===== config.mk =====
export PLATFORM = sky130hd
export DESIGN_NAME = c17_bist_ctrl
export DESIGN_NICKNAME = d
export VERILOG_FILES = /design/src/rtl/c17_bist_ctrl.sv
export SDC_FILE = /design/constraint.sdc
export NUM_CORES = 1
export LEC_CHECK = 0
export ABC_AREA = 1
export CAP_MARGIN = 0
export CORE_MARGIN = 4
export CORE_UTILIZATION = 53
export DETAILED_ROUTE_END_ITERATION = 8
export PLACE_DENSITY = 0.82
export SETUP_SLACK_MARGIN = 0.1
export SLEW_MARGIN = 20
export SYNTH_ARGS = -nofsm -noshare
export SYNTH_HDL_FRONTEND = slang
export SYNTH_SLANG_ARGS = --single-unit

===== constraint.sdc =====
create_clock -name CK -period 2 [get_ports CK]
set_input_delay 0.2 -clock CK [delete_from_list [all_inputs] [get_ports CK]]
set_output_delay 0.2 -clock CK [all_outputs]
set_load 0.01 [all_outputs]

===== src/rtl/c17_bist_ctrl.sv =====
// BIST controller for the c17 core: LFSR pattern source, MISR response
// compactor and golden-signature compare, sequenced by an IDLE/RUN/DONE FSM.
module c17_bist_ctrl #(
  parameter int unsigned N_PATTERNS = 31,
  parameter logic [4:0]  SEED       = 5'b00001,
  parameter logic [7:0]  GOLDEN     = 8'h00
) (
  input  logic       CK,
  input  logic       RN,
  input  logic       start,
  input  logic       abort,
  input  logic [1:0] resp_in,
  output logic [4:0] pat_out,
  output logic       busy,
  output logic       done,
  output logic       pass,
  output logic [7:0] signature
);

  typedef enum logic [1:0] {
    S_IDLE,
    S_RUN,
    S_DONE
  } state_e;

  localparam logic [4:0] LAST = 5'(N_PATTERNS - 1);

  state_e     state_q, state_d;
  logic [4:0] lfsr_q, lfsr_d;
  logic [4:0] cnt_q, cnt_d;
  logic [7:0] sig_q, sig_d;

  logic       lfsr_fb;
  logic       misr_fb;
  logic [7:0] misr_nxt;

  assign lfsr_fb  = lfsr_q[4] ^ lfsr_q[2];
  assign misr_fb  = sig_q[7] ^ sig_q[5] ^ sig_q[4] ^ sig_q[3];
  assign misr_nxt = {sig_q[6:0], misr_fb} ^ {6'b0, resp_in};

  always_ff @(posedge CK or negedge RN) begin
    if (!RN) begin
      state_q <= S_IDLE;
      lfsr_q  <= SEED;
      cnt_q   <= '0;
      sig_q   <= '0;
    end else begin
      state_q <= state_d;
      lfsr_q  <= lfsr_d;
      cnt_q   <= cnt_d;
      sig_q   <= sig_d;
    end
  end

  // abort outranks everything; it keeps sig/lfsr so the partial
  // signature stays observable after the run is stopped
  always_comb begin
    state_d = state_q;
    lfsr_d  = lfsr_q;
    cnt_d   = cnt_q;
    sig_d   = sig_q;
    if (abort) begin
      state_d = S_IDLE;
      cnt_d   = '0;
    end else begin
      unique case (state_q)
        S_IDLE, S_DONE: begin
          if (start) begin
            state_d = S_RUN;
            lfsr_d  = SEED;
            cnt_d   = '0;
            sig_d   = '0;
          end
        end
        S_RUN: begin
          sig_d  = misr_nxt;
          lfsr_d = {lfsr_q[3:0], lfsr_fb};
          cnt_d  = cnt_q + 5'd1;
          if (cnt_q == LAST) begin
            state_d = S_DONE;
          end
        end
        default: begin
          state_d = S_IDLE;
        end
      endcase
    end
  end

  always_comb begin
    pat_out = '0;
    busy    = 1'b0;
    done    = 1'b0;
    unique case (state_q)
      S_RUN: begin
        pat_out = lfsr_q;
        busy    = 1'b1;
      end
      S_DONE: begin
        done = 1'b1;
      end
      default: begin
        busy = 1'b0;
      end
    endcase
    pass = done & (sig_q == GOLDEN);
  end

  assign signature = sig_q;

endmodule


After elaboration in Yosys (flattened, before gate mapping) --
Cells that the tools add are included.
Cells by class: divide/modulo/power cells 0, bitwise gates (word level) 7, add/subtract/negate cells 1, mux-type cells 14, eq/ne operators 6, order comparisons 0, shift operators 0, multipliers 0, reduce and logical (&&, ||, !) cells 8
Operators by type and width (number):
- $mux W5 | 4
- $pmux W5 S2 | 2
- $pmux W8 S2 | 1
- $logic_not A8 Y1 | 1
- $mux W8 | 1
- $xor A8 B2 Y8 | 1
- $mux W2 | 3
- $ne A3 B3 Y1 const B | 2
- $add A5 B1 Y5 const B | 1
- $eq A5 B5 Y1 const B | 1
- $pmux W2 S2 | 1
- $reduce_and A2 Y1 | 2
- $xor A1 B1 Y1 | 4
- $reduce_and A3 Y1 | 1
- $reduce_bool A3 Y1 | 1
- $eq A2 B1 Y1 const B | 1
- $eq A2 B2 Y1 const B | 1
- $logic_not A2 Y1 | 1
- $mux W1 | 2
- $ne A2 B2 Y1 const B | 1
- $reduce_bool A2 Y1 | 1
- $reduce_or A2 Y1 | 1
- $and A1 B1 Y1 | 1
- $not A1 Y1 | 1
Storage, ports and cells: input bits 6, output and inout bits 16, register bits after elaboration 20, ROM bits 0, RAM bits 0, latch bits 0, memories 0, word-level logic and storage cells 40

Depth between registers and ports, before layout --
depth after elaboration 5, depth in mapped cells 8, mapped depth without buffers 8

Worst setup path after synthesis --
Ideal clock, no wire load.
kind register to output, start point register state_q[0], end point output port pass, buffers on the path 0, data required time 1.800 ns, stages on the path, launching flop included 4, path slack 0.692 ns, arrival 1.108 ns, cells stage by stage dfrtp_1 > nor2_1 > nand4_1 > nor4_1
On the way: longest elaborated chain between the ends 3
RTL lines:
- from (decl) | line 28 | state_e state_q, state_d;
- from (signal assigned) | line 48 | state_q <= state_d;
- $eq A2 B2 Y1 | line 94 | unique case (state_q)
- $mux W1 | line 94
- net done | line 15 | output logic done,
- $and A1 B1 Y1 | line 106 | pass = done & (sig_q == GOLDEN);
- to (decl) | line 16 | output logic pass,
The timed path passes the listed nets, and every way through them passes these cells.

Worst setup path in the final report --
start point register state_q[1], end point output port pat_out[0]
On the way: longest elaborated chain between the ends 2
RTL lines:
- $eq A2 B1 Y1 | line 94
- $mux W5 | line 94
- to (decl) | line 13 | output logic [4:0] pat_out,
No other way between the ends.

==> run summary <==
largest net degree at the start of global routing: 14
antenna-violating nets left: 0
CP Buf/Inv Count: 2
Final Core Density: 69.6%
leakage: 0.000631 µW
Critical Path RT: 1.80 ns
Die Width: 53.2 µm
critical path class: reg2out
Setup-failing EPs final: 0
PD cells: 868 nW/µm²
Cell Area, Synth: 1080 µm²
Int Power: 820 µW
Worst slew margin: 60.8%
cell family with most CP delay: buffers and inverters
Reg clk slew, reported paths: 0.12 ns
setup slack, reg-to-reg: 0.67 ns
Slowest cell on crit path: clkdlybuf4s50_1
Vias: 886
worst endpoint data arrival time: 1.59 ns
DRT Pass-1 Iters: 4
register bit count reported by yosys: 20
Port Buffers: 21
Clock Latency Late Sink: 0.30 ns
worst hold path type: in2async
R2R cell count: 6
RePlAce Congestion: 0.771
Core ar.: 1960 µm²
CP Launch Type: flop
r2r startpoint: state_q[0]$_DFFE_PN0P_
Sw Share: 30.8%
crit-path max FO: 10
Die Area: 2830 µm²
vias in the first global route: 901
WL/cell: 13.4 µm
RR Endpoint: signature[1]$_DFFE_PN0P_
Rows: 16
Initial Util: 55.3%
Seq/Total Area, Yosys: 46.3%
Mean Syn Cell Area: 8.82 µm²
first-pass GRT wire length: 4060 µm
share of post-route cells with drive strength above 1: 15.6%
post-synthesis cell count: 123
TritonCTS clock tree: done
Comb power frac: 29.8%
Post-CTS Setup Inserts: 0
final cell count without fillers: 174
multi-input gate area in the final layout: 478 µm²
Root Buffer: clkbuf_4
placed insts: 170
Area Overhead vs Synth: 25.8%
GRT Total Usage: 19.6%
CP startpoint: state_q[1]$_DFFE_PN0P_
Sink Count: 20
Residual DRC: 0
CTS Buf Count: 3
CTS resizes: 1
post-DP HPWL: 1740 µm
Hold Slack: 0.258 ns
RSZ-0062 raised after global routing: false
IO Pins: 22
Worst IR Drop VDD: 0.595 mV
CTS Hold Bufs: 0
initial antenna violation count: 0
part of the power in the clock network: 27.8%
crit path time final: 1.79 ns
First DRT Iteration DRCs: 18
FMAX: 558 MHz
maxcap violations: 0
clk buf depth: 2
Syn. warnings: 0
slowest stage delay, CP: 0.55 ns
htree depth: 1
final wirelength: 2330 µm
Fillers: 161
period utilisation layout: 89.6%
Netlist cell types: 22
total grt overflow: 0
status: complete, no violations
TNS Setup: 0 ns
Layout Nets: 156
fin. max-slew vios: 0
syn_nets: 131
worst slew pin tran: 0.586 ns
Reg power frac: 42.4%
# diodes: 0
register area: 502 µm²
critical path endpoint category: output port
skew final: 0.00372 ns
Hold Vio Cnt, Final: 0
drt via density: 5.09
Die Ht: 53.2 µm
switching power: 364 µW
worst-path cell chain: inv_1 > nand2_4 > nor2_1 > clkdlybuf4s50_1
## flip-flops by register name, indices dropped and copies added, names as in the netlist
name and cells:
lfsr_q 5, cnt_q 5, state_q 2, signature 8
## per-stage QoR
step / cell area [µm²] / setup WS, ns / power, µW
2_1_floorplan: 1080 / 0.692 / 725
3_3_place_gp: 1310 / 0.335 / 851
3_5_place_dp: 1310 / 0.299 / 863
4_1_cts: 1370 / 0.186 / 1200
5_1_grt: 1370 / 0.104 / 1250
6_report: 1370 / 0.207 / 1180
## synthesized netlist by cell type, drive strengths merged
master | number | area, µm²
a21oi | 2 | 13.8
a32oi | 1 | 8.76
buf | 2 | 22.5
dfrtp | 19 | 475
dfstp | 1 | 26.3
ha | 2 | 25.0
inv | 22 | 82.6
nand2 | 29 | 116
nand3 | 7 | 35.0
nand4 | 3 | 18.8
nor2 | 16 | 83.8
nor4 | 1 | 6.26
o21ai | 6 | 30.0
o22ai | 11 | 131
xnor2 | 1 | 8.76
## power groups by stage
stage | sequential [µW] | clock, µW | combinational, µW
2_1_floorplan | 515 | 0 | 210
4_1_cts | 503 | 336 | 356
3_5_place_dp | 510 | 0 | 353
5_1_grt | 511 | 352 | 391
3_3_place_gp | 507 | 0 | 344
6_report | 503 | 329 | 353
## how the worst max path moves through the flow
stage                 endpoint  slack, ns  cells past startpoint
floorplan                 pass       0.69                      3
global placement          pass       0.34                      4
detailed placement        pass       0.30                      4
CTS                 pat_out[0]       0.19                      4
global route        pat_out[0]       0.10                      4
finish              pat_out[0]       0.21                      4
## kinds of logic after synthesis
group | synth area share [%]
simple gates | 24.0
xor+xnor | 0.808
buf+inv | 9.69
flops | 46.3
fa+ha+maj | 2.31
compound gates | 17.0
## final cells by class
cell class | instances | area share, %
clock buffer | 3 | 1.65
clock inverter | 1 | 2.20
inverter | 22 | 6.05
multi-input combinational | 79 | 35.0
sequential | 20 | 36.8
tap | 27 | 2.47
timing repair buffer | 22 | 15.9
## cell usage in the layout (no fill, tap or decap)
master / netlist / final
bufinv_16: 0 / 1
o22ai_1: 1 / 1
dlygate4sd2_1: 0 / 1
nor2_4: 1 / 1
nand2_1: 28 / 28
clkbuf_4: 0 / 3
nand2_4: 1 / 1
clkdlybuf4s50_1: 0 / 20
nor2_8: 1 / 1
xnor2_1: 1 / 1
o21ai_1: 5 / 5
ha_1: 2 / 2
a21oi_1: 1 / 1
dfrtp_1: 19 / 19
buf_4: 0 / 1
nor2_1: 14 / 14
inv_1: 19 / 19
nand4_1: 3 / 3
nand3_1: 7 / 7
o22ai_2: 10 / 10
o21ai_0: 1 / 1
a21oi_2: 1 / 1
dfstp_2: 1 / 1
nor4_1: 1 / 1
a32oi_1: 1 / 1
inv_2: 3 / 3
## routing by layer
layer / GRT usage (%) / wire [µm] / vias up
met5: 0 / 0 / -
met4: 6.38 / 13 / 0
met3: 3.38 / 58 / 2
met2: 31.6 / 1200 / 12
met1: 26.4 / 1050 / 426
li1: - / - / 446
Note: power is estimated with default switching activity, not from simulation.
